[config.mk]
export PLATFORM = sky130hd
export DESIGN_NAME = score_record_keeper
export DESIGN_NICKNAME = d
export VERILOG_FILES = /design/src/rtl/score_pkg.sv /design/src/rtl/score_record_keeper_blink_timer.sv /design/src/rtl/score_record_keeper.sv
export SDC_FILE = /design/constraint.sdc
export NUM_CORES = 1
export LEC_CHECK = 0
export CORE_AREA = 2 2 83 117
export CTS_CLUSTER_DIAMETER = 30
export DETAILED_ROUTE_END_ITERATION = 16
export DIE_AREA = 0 0 85 119
export PLACE_DENSITY = 0.83
export SYNTH_ARGS = -nofsm -noshare
export SYNTH_HDL_FRONTEND = slang
export SYNTH_SLANG_ARGS = --single-unit
[constraint.sdc]
create_clock -name clk -period 9.1 [get_ports clk]
set_input_delay 2.275 -clock clk [delete_from_list [all_inputs] [get_ports clk]]
set_output_delay 2.275 -clock clk [all_outputs]
set_load 0.005 [all_outputs]
[src/rtl/score_pkg.sv]
// Shared definitions for the score record keeper.
//   BCD_W      : bits per BCD digit
//   DEF_DIGITS : default number of digits in a score
//   state_t    : controller state encoding
package score_pkg;

  localparam int BCD_W      = 4;
  localparam int DEF_DIGITS = 6;

  typedef enum logic [1:0] {
    IDLE    = 2'd0,
    COMPARE = 2'd1,
    FLASH   = 2'd2
  } state_t;

endpackage

[src/rtl/score_record_keeper_blink_timer.sv]
// Blink sequencer for the new-record display effect.
// A start pulse begins phase 0 (display lit). Each phase lasts BLINK_CYCLES clocks
// and the blank level toggles at every phase boundary. After 2*BLINK_COUNT phases
// the sequence ends with blank low.
// Ports:
//   clk    in   system clock
//   reset  in   synchronous, active-low
//   start  in   one-cycle pulse, restarts the sequence
//   blank  out  1 = display dark
//   done   out  high during the last cycle of the last phase
module blink_timer #(
  parameter int BLINK_CYCLES = 25_000_000,
  parameter int BLINK_COUNT  = 3
) (
  input  logic clk,
  input  logic reset,
  input  logic start,
  output logic blank,
  output logic done
);

  localparam int CNT_W = $clog2(BLINK_CYCLES + 1);
  localparam int PH_W  = $clog2(2 * BLINK_COUNT + 1);
  localparam logic [CNT_W-1:0] CNT_LOAD = CNT_W'(BLINK_CYCLES - 1);
  localparam logic [PH_W-1:0]  PH_LOAD  = PH_W'(2 * BLINK_COUNT - 1);

  // Both counters run downwards; a phase ends when cnt reaches zero and the
  // sequence ends when that happens with no phases left.
  logic [CNT_W-1:0] cnt;
  logic [PH_W-1:0]  phase_left;
  logic             active;
  logic             wrap;

  assign wrap = active && (cnt == '0);
  assign done = wrap && (phase_left == '0);

  always_ff @(posedge clk) begin
    if (!reset) begin
      cnt        <= '0;
      phase_left <= '0;
      active     <= 1'b0;
      blank      <= 1'b0;
    end else if (start) begin
      cnt        <= CNT_LOAD;
      phase_left <= PH_LOAD;
      active     <= 1'b1;
      blank      <= 1'b0;
    end else if (done) begin
      active <= 1'b0;
      blank  <= 1'b0;
    end else if (wrap) begin
      cnt        <= CNT_LOAD;
      phase_left <= phase_left - PH_W'(1);
      blank      <= ~blank;
    end else if (active) begin
      cnt <= cnt - CNT_W'(1);
    end
  end

endmodule

[src/rtl/score_record_keeper.sv]
// Best-score keeper. On a rising edge of game_over the live score is frozen and
// compared with the stored best, most significant digit first, one digit per
// clock. A strictly higher score replaces the best and starts a blink sequence.
//
//   state   | meaning
//   --------+----------------------------------------------------------
//   IDLE    | waiting for game over; clear_best honoured here
//   COMPARE | walking digits MSD->LSD, snap vs best
//   FLASH   | new record stored, display blinking
//
// Ports:
//   clk        in   system clock
//   reset      in   synchronous, active-low, clears best as well
//   game_over  in   level, rising edge ends a game
//   clear_best in   zero the best score (IDLE only)
//   show_best  in   1: show best while IDLE, 0: show live score
//   score_bcd  in   live score, digit 0 in the low nibble
//   best_bcd   out  stored best score
//   disp_bcd   out  digits for the hex decoders (registered)
//   blank      out  1 = display dark
//   new_record out  one-cycle pulse when best_bcd is replaced
//   busy       out  1 whenever not IDLE
module score_record_keeper
  import score_pkg::*;
#(
  parameter int DIGITS       = DEF_DIGITS,
  parameter int BLINK_CYCLES = 25_000_000,
  parameter int BLINK_COUNT  = 3
) (
  input  logic                      clk,
  input  logic                      reset,
  input  logic                      game_over,
  input  logic                      clear_best,
  input  logic                      show_best,
  input  logic [BCD_W*DIGITS-1:0]   score_bcd,
  output logic [BCD_W*DIGITS-1:0]   best_bcd,
  output logic [BCD_W*DIGITS-1:0]   disp_bcd,
  output logic                      blank,
  output logic                      new_record,
  output logic                      busy
);

  localparam int IDX_W = (DIGITS > 1) ? $clog2(DIGITS) : 1;
  localparam logic [IDX_W-1:0] IDX_MSD = IDX_W'(DIGITS - 1);

  state_t                    state, state_nx;
  logic                      go_q;
  logic                      go_edge;
  logic [BCD_W*DIGITS-1:0]   snap;
  logic [IDX_W-1:0]          idx;
  logic [BCD_W-1:0]          snap_dig;
  logic [BCD_W-1:0]          best_dig;
  logic                      start_blink;
  logic                      blink_done;

  assign go_edge  = game_over & ~go_q;
  assign snap_dig = snap[idx*BCD_W +: BCD_W];
  assign best_dig = best_bcd[idx*BCD_W +: BCD_W];

  always_comb begin
    state_nx    = state;
    start_blink = 1'b0;
    unique case (state)
      IDLE: begin
        if (go_edge) state_nx = COMPARE;
      end
      COMPARE: begin
        if (snap_dig > best_dig) begin
          state_nx    = FLASH;
          start_blink = 1'b1;
        end else if ((snap_dig < best_dig) || (idx == '0)) begin
          // lower score, or every digit equal: a tie is not a record
          state_nx = IDLE;
        end
      end
      FLASH: begin
        if (blink_done) state_nx = IDLE;
      end
      default: state_nx = IDLE;
    endcase
  end

  always_ff @(posedge clk) begin
    if (!reset) begin
      state      <= IDLE;
      go_q       <= 1'b0;
      snap       <= '0;
      idx        <= '0;
      best_bcd   <= '0;
      disp_bcd   <= '0;
      new_record <= 1'b0;
      busy       <= 1'b0;
    end else begin
      state      <= state_nx;
      busy       <= (state_nx != IDLE);
      go_q       <= game_over;
      new_record <= 1'b0;

      case (state)
        IDLE: begin
          if (go_edge) begin
            snap <= score_bcd;
            idx  <= IDX_MSD;
          end else if (clear_best) begin
            best_bcd <= '0;
          end
        end
        COMPARE: begin
          if (start_blink) begin
            best_bcd   <= snap;
            new_record <= 1'b1;
          end else if ((snap_dig == best_dig) && (idx != '0)) begin
            idx <= idx - IDX_W'(1);
          end
        end
        default: ;
      endcase

      // The display freezes on the final score while it is being judged.
      if ((state == FLASH) || ((state == IDLE) && show_best))
        disp_bcd <= best_bcd;
      else if (state == COMPARE)
        disp_bcd <= snap;
      else
        disp_bcd <= score_bcd;
    end
  end

  blink_timer #(
    .BLINK_CYCLES (BLINK_CYCLES),
    .BLINK_COUNT  (BLINK_COUNT)
  ) u_blink (
    .clk   (clk),
    .reset (reset),
    .start (start_blink),
    .blank (blank),
    .done  (blink_done)
  );

endmodule
==> out/results.tsv, run 1 <==
metric	value	unit
status	finished, final reports clean	
synth_area	5110	µm²
cts_resized	0	
drt_iter0_markers	251	
min_period	4.53	ns
antenna_left	0	
dieArea	10100	µm²
ir_drop	0.153	mV
grt_antenna_before_repair	0	
hold_path_class	reg2reg	
clock_skew	0.00742	ns
vias_per_cell	6.21	
cts_tree	yes	
cts-htree-levels	3	
wl_per_cell	17.9	µm
drive_above_1_share	0.0767	
yosysSeqAreaShare	0.431	
grt_setup_unrepaired	no	
p_comb_frac	0.333	
leakagePower	2.16	nW
p_switching	0.536	mW
drc	0	
fin_tns_setup	0	ns
ys_warn_count	0	
root_buffer	clkbuf_16	
portBuffers	79	
seq_power_share	0.400	
drv_slew	0	
setup_viol	0	
multiInputGateArea	2710	µm²
diodes	0	
start_kind	primary input	
power.density	233	nW/µm²
grt_pass1_vias	4788	
tightest_slew	1.14	ns
crit_arrival	4.81	ns
synth-main-ff-cell	dfxtp_1	
power_frac_clock	0.267	
ys_types	62	
syn_nets	658	
synth_top_cell_by_area	dfxtp_1	
post-cts-setup-buffers	0	
placementRows	42	
num-fill-cells	727	
dpl.hpwl	9.36	mm
slew_headroom	0.237	
start_util	0.555	
clock.fmax	0.221	GHz
ctsHoldBuffers	0	
layout_setup_ws	4.57	ns
pre_cts_ws	4.26	ns
min_period_over_period	0.498	
placeableCoreArea	9200	µm²
num-nets-final	712	
maxCapViolCount	0	
synthArstFlopShare	0	
seq_area	2200	µm²
gp_congestion	0.894	
cts.clk_slew.worst_paths	0.07	ns
grt_usage	0.280	
grt_pass1_wl	22.8	mm
synthCells	619	
die_height	119	µm
totalWireLength	14.1	mm
route.vias.total	4894	
grt_max_degree	50	
firstDrtPassIters	4	
critPathMaxFanout	28	
synth.avg_cell_area	8.25	µm²
placed_area	5920	µm²
area_delta_synth_final	21.6	%
hold_viol	0	
synth_area_leaders	dfxtp_1 (43%), nand2_1 (9.6%), a21oi_1 (6.7%), nand3_1 (3.8%), mux4_2 (3.5%)	
io-pin-count	80	
netlist.area_leader.share	0.431	
clk_latency	0.35	ns
p_int	0.914	mW
end_kind	flop	
cts_buffer_depth	2	
critPathKind	in2reg	
grt_overflow	0	
required	9.38	ns
numCtsBuffers	9	
synth_edf_count	0	
p_sw_frac	0.370	
die_x	85	µm
ys_ff_latch	110	
fin_area	6210	µm²
cts.sink_count	110	
per-stage QoR:
stage	utilization	power (mW)	hold slack (ns)	cells
global placement	0.644	1.05	0.455	772
finish	0.675	1.45	0.487	788
CTS	0.675	1.45	0.480	788
global route	0.675	1.52	0.516	788
floorplan	-	0.926	0.439	619
detailed placement	0.644	1.06	0.470	772
registers in the layout, summed over array words and instances (netlist names):
register / count
u_blink.cnt: 25
best_bcd: 24
disp_bcd: 24
snap: 24
idx: 3
u_blink.phase_left: 3
state: 2
busy: 1
go_q: 1
new_record: 1
u_blink.active: 1
u_blink.blank: 1
metal layers:
layer  vias up  GRT usage  wire length [µm]
li1       2314          -                 -
met1      2316      0.335              5300
met2       226      0.474              7270
met3        38     0.0499              1010
met4         0      0.144               513
met5         -          0                 0
cells in the final DEF, fill, tap and decap left out, drive strengths merged, types with 11 or more instances in the layout:
cell type and n:
nand2 131, dfxtp 110, clkdlybuf4s50 79, a21oi 70, nand3 39, o21ai 32, nor2 29, a31oi 27
nor3 17, inv 14, nor4 11
worst max-delay path: stages:
cell	delay [ns]
clkdlybuf4s50_1	0.49
nand3b_1	0.82
o21a_1	0.84
nand3_1	0.18
a21oi_1	0.20
power groups by stage:
stage | Sequential, mW | Combinational [mW] | Clock, mW
after floorplan | 0.569 | 0.357 | 0
after global placement | 0.586 | 0.461 | 0
after detailed placement | 0.588 | 0.471 | 0
after CTS | 0.578 | 0.477 | 0.394
after global routing | 0.587 | 0.525 | 0.409
final | 0.580 | 0.483 | 0.387
layout make-up:
type                       count  area share
clock buffer                  10      0.0385
multi-input combinational    457       0.436
clock inverter                 6     0.00826
timing repair buffer          84       0.133
tap                          110      0.0222
sequential                   110       0.355
inverter                      11     0.00665
final timing paths:
check,from,to,slack (ns),cells past startpoint
hold / removal,u_blink.cnt[14],u_blink.cnt[14],0.49,2
hold reg to reg,u_blink.cnt[14],u_blink.cnt[14],0.49,2
setup reg to reg,idx[0],best_bcd[23],4.90,9
setup / recovery,game_over,best_bcd[23],4.57,5
synthesized netlist by cell type (4+ instances only):
| library cell | n |
|---|---|
| nor2_1 | 26 |
| a31oi_1 | 27 |
| mux2i_1 | 10 |
| a21oi_1 | 68 |
| o2bb2ai_1 | 4 |
| o21ai_0 | 29 |
| dfxtp_1 | 110 |
| o21a_1 | 6 |
| nand2_1 | 131 |
| xor2_1 | 5 |
| nand4_1 | 4 |
| or3_1 | 5 |
| inv_1 | 9 |
| nor3_1 | 16 |
| nand3_1 | 39 |
| a211oi_1 | 8 |
| nor4_1 | 8 |
| mux4_2 | 8 |
| xnor2_1 | 4 |
| ha_1 | 10 |
| clkbuf_1 | 37 |
cell families (layout without fill, tap and decap cells):
kind of cell             after synthesis  after routing  share of synthesized area
AND/OR/NAND/NOR                      256            256                      0.235
buffers and inverters                 52            111                     0.0414
XOR/XNOR                               9              9                     0.0154
flip-flops                           110            110                      0.431
adder cells (fa/ha/maj)               10             10                     0.0245
AO/OA/AOI/OAI                        163            163                      0.195
multiplexers                          19             19                     0.0571
Note: power is estimated with default switching activity, not from simulation.
==> inputs of run 2 (changes only) <==
--- a/config.mk
+++ b/config.mk
@@ -5,11 +5,11 @@
 export SDC_FILE = /design/constraint.sdc
 export NUM_CORES = 1
 export LEC_CHECK = 0
-export CORE_AREA = 2 2 83 117
+export CORE_AREA = 2 2 86 121
 export CTS_CLUSTER_DIAMETER = 30
 export DETAILED_ROUTE_END_ITERATION = 16
-export DIE_AREA = 0 0 85 119
-export PLACE_DENSITY = 0.83
+export DIE_AREA = 0 0 88 123
+export PLACE_DENSITY = 0.78
 export SYNTH_ARGS = -nofsm -noshare
 export SYNTH_HDL_FRONTEND = slang
 export SYNTH_SLANG_ARGS = --single-unit
==> constraint.sdc (replaced) <==
create_clock -name clk -period 4.4 [get_ports clk]
set_input_delay 1.1 -clock clk [delete_from_list [all_inputs] [get_ports clk]]
set_output_delay 1.1 -clock clk [all_outputs]
set_load 0.005 [all_outputs]
==> run 2 against run 1 <==
- critical endpoint is now best_bcd[8]
- highest routed layer unchanged
- count of clock-buffer cells in the layout is the same
- cell count grew 3.7%
- worst hold slack lost 0.018 ns
- clock skew is essentially flat
- sequential power grew 110%
- final area grew 0.91%
- global-route usage shrank 1.6 points
- critical path type is now reg2reg
==> out/results.tsv, run 2 (synthesis results as in run 1) <==
metric	value	unit	change
status	finished, final reports clean		unchanged
crit_arrival	3.93	ns	was 4.81 ns
gp_congestion	0.888		was 0.894
antenna_left	0		unchanged
leakagePower	2.17	nW	was 2.16 nW
cts_resized	0		unchanged
critPathMaxFanout	24		was 28
tightest_slew	0.857	ns	was 1.14 ns
rr_worst_depth	9		unchanged
rr_startpoint	idx[0]		unchanged
die_height	123	µm	was 119 µm
stdcell_count	817		was 788
portBuffers	79		unchanged
placeableCoreArea	9740	µm²	was 9200 µm²
min_period	3.66	ns	
ir_drop	0.252	mV	was 0.153 mV
grt_overflow	0		unchanged
dieArea	10800	µm²	was 10100 µm²
gr-usage-met1	0.305		was 0.335
clock_skew	0.00749	ns	was 0.00742 ns
grt.met3_usage	0.0434		was 0.0499
num-nets-final	716		was 712
grt_pass1_wl	22.4	mm	was 22.8 mm
grt_pass1_vias	4667		was 4788
post-cts-setup-buffers	0		unchanged
grt_antenna_before_repair	0		unchanged
drt_iter0_markers	271		was 251
root_buffer	clkbuf_16		unchanged
mostFrequentLayoutCells	nand2_1 (131), dfxtp_1 (110), clkdlybuf4s50_1 (79)		unchanged
grt_setup_unrepaired	no		unchanged
num-fill-cells	820		was 727
hold_path_class	reg2reg		unchanged
fin_tns_setup	0	ns	unchanged
vias_per_cell	5.91		was 6.21
min_to	u_blink.cnt[24]		was u_blink.cnt[14]
end_kind	flop		unchanged
cts_buffer_depth	2		unchanged
cts-htree-levels	3		unchanged
maxCapViolCount	0		unchanged
totalWireLength	13.8	mm	was 14.1 mm
power.density	474	nW/µm²	was 233 nW/µm²
holdPathStages	1		was 2
largest_reg_flops	25		unchanged
drive_above_1_share	0.0821		was 0.0767
slew_headroom	0.428		was 0.237
start_kind	flop		was primary input
largest_register	u_blink.cnt		unchanged
grt_most_used_layer	met2		unchanged
wl_per_cell	16.9	µm	was 17.9 µm
diodes	0		unchanged
numCtsBuffers	9		unchanged
drc	0		unchanged
clk_latency	0.34	ns	was 0.35 ns
route.vias.total	4832		was 4894
multiInputGateArea	2710	µm²	unchanged
r2r_end	best_bcd[8]		was best_bcd[23]
required	4.67	ns	was 9.38 ns
start_util	0.524		was 0.555
hold_viol	0		unchanged
cts.clk_slew.worst_paths	0.07	ns	about the same
cts.sink_count	110		unchanged
r2r_setup_slack	0.74	ns	was 4.90 ns
holdCritStartpoint	u_blink.cnt[24]		was u_blink.cnt[14]
fin_util	0.643		was 0.675
drv_slew	0		unchanged
dpl.hpwl	9.51	mm	was 9.36 mm
clock.fmax	0.273	GHz	
setup_viol	0		unchanged
placementRows	43		was 42
min_period_over_period	0.833		
layout_commonest_cell	nand2_1		unchanged
die_x	88	µm	was 85 µm
critPathKind	reg2reg		was in2reg
io-pin-count	80		unchanged
seq_area	2200	µm²	unchanged
grtUsageMet2	0.468		was 0.474
ctsHoldBuffers	0		unchanged
cts_tree	yes		unchanged
grt_usage	0.264		was 0.280
grt_max_degree	71		was 50
area_delta_synth_final	22.7	%	was 21.6%
placedCellCount	801		was 772
firstDrtPassIters	5		was 4
-- run 2: cell type report --
| cell class | instances | share of cell area |
|---|---|---|
| Multi-Input combinational cell | 457 | 0.433 |
| Inverter | 11 | 0.00659 |
| Sequential cell | 110 | 0.351 |
| Clock inverter | 6 | 0.00739 |
| Tap cell | 135 | 0.0270 |
| Clock buffer | 10 | 0.0381 |
| Timing Repair Buffer | 88 | 0.137 |
-- run 2: layer usage --
layer | vias to the layer above | wire length (µm)
met5 | - | 0
met2 | 180 | 7430
met3 | 29 | 723
li1 | 2318 | -
met4 | 0 | 361
met1 | 2305 | 5310
-- run 2: worst max-delay path by stage --
| stage | start | endpoint | slack [ns] |
|---|---|---|---|
| after detailed placement | idx[0] | best_bcd[12] | 0.79 |
| after CTS | idx[0] | best_bcd[8] | 0.74 |
| final | idx[0] | best_bcd[8] | 0.74 |
| after global placement | idx[0] | best_bcd[21] | 1.00 |
| after floorplan | idx[0] | best_bcd[0] | 1.18 |
| after global routing | idx[0] | best_bcd[2] | 0.47 |
-- run 2: critical path: stages (launching register included) --
cell and delay [ns]:
dfxtp_1 0.62, mux4_2 0.56, o2bb2ai_1 0.15, ha_1 0.31, nor2b_1 0.15, o211ai_1 0.17, a21oi_4 0.48, o21a_1 0.78
nand3_1 0.17, a21oi_1 0.18
-- run 2: per-stage QoR --
stage          area (µm²)  hold slack, ns  setup WS [ns]  power, mW
2_1_floorplan        5110           0.439           1.18       1.92
3_3_place_gp         5980           0.456           1.00       2.17
3_5_place_dp         5980           0.458          0.792       2.20
4_1_cts              6270           0.471          0.736       2.97
5_1_grt              6270           0.502          0.468       3.13
6_report             6270           0.470          0.737       2.97
-- run 2: power breakdown --
part	switching [mW]	internal (mW)
Combinational	0.614	0.393
Sequential	0.101	1.09
Clock	0.371	0.403
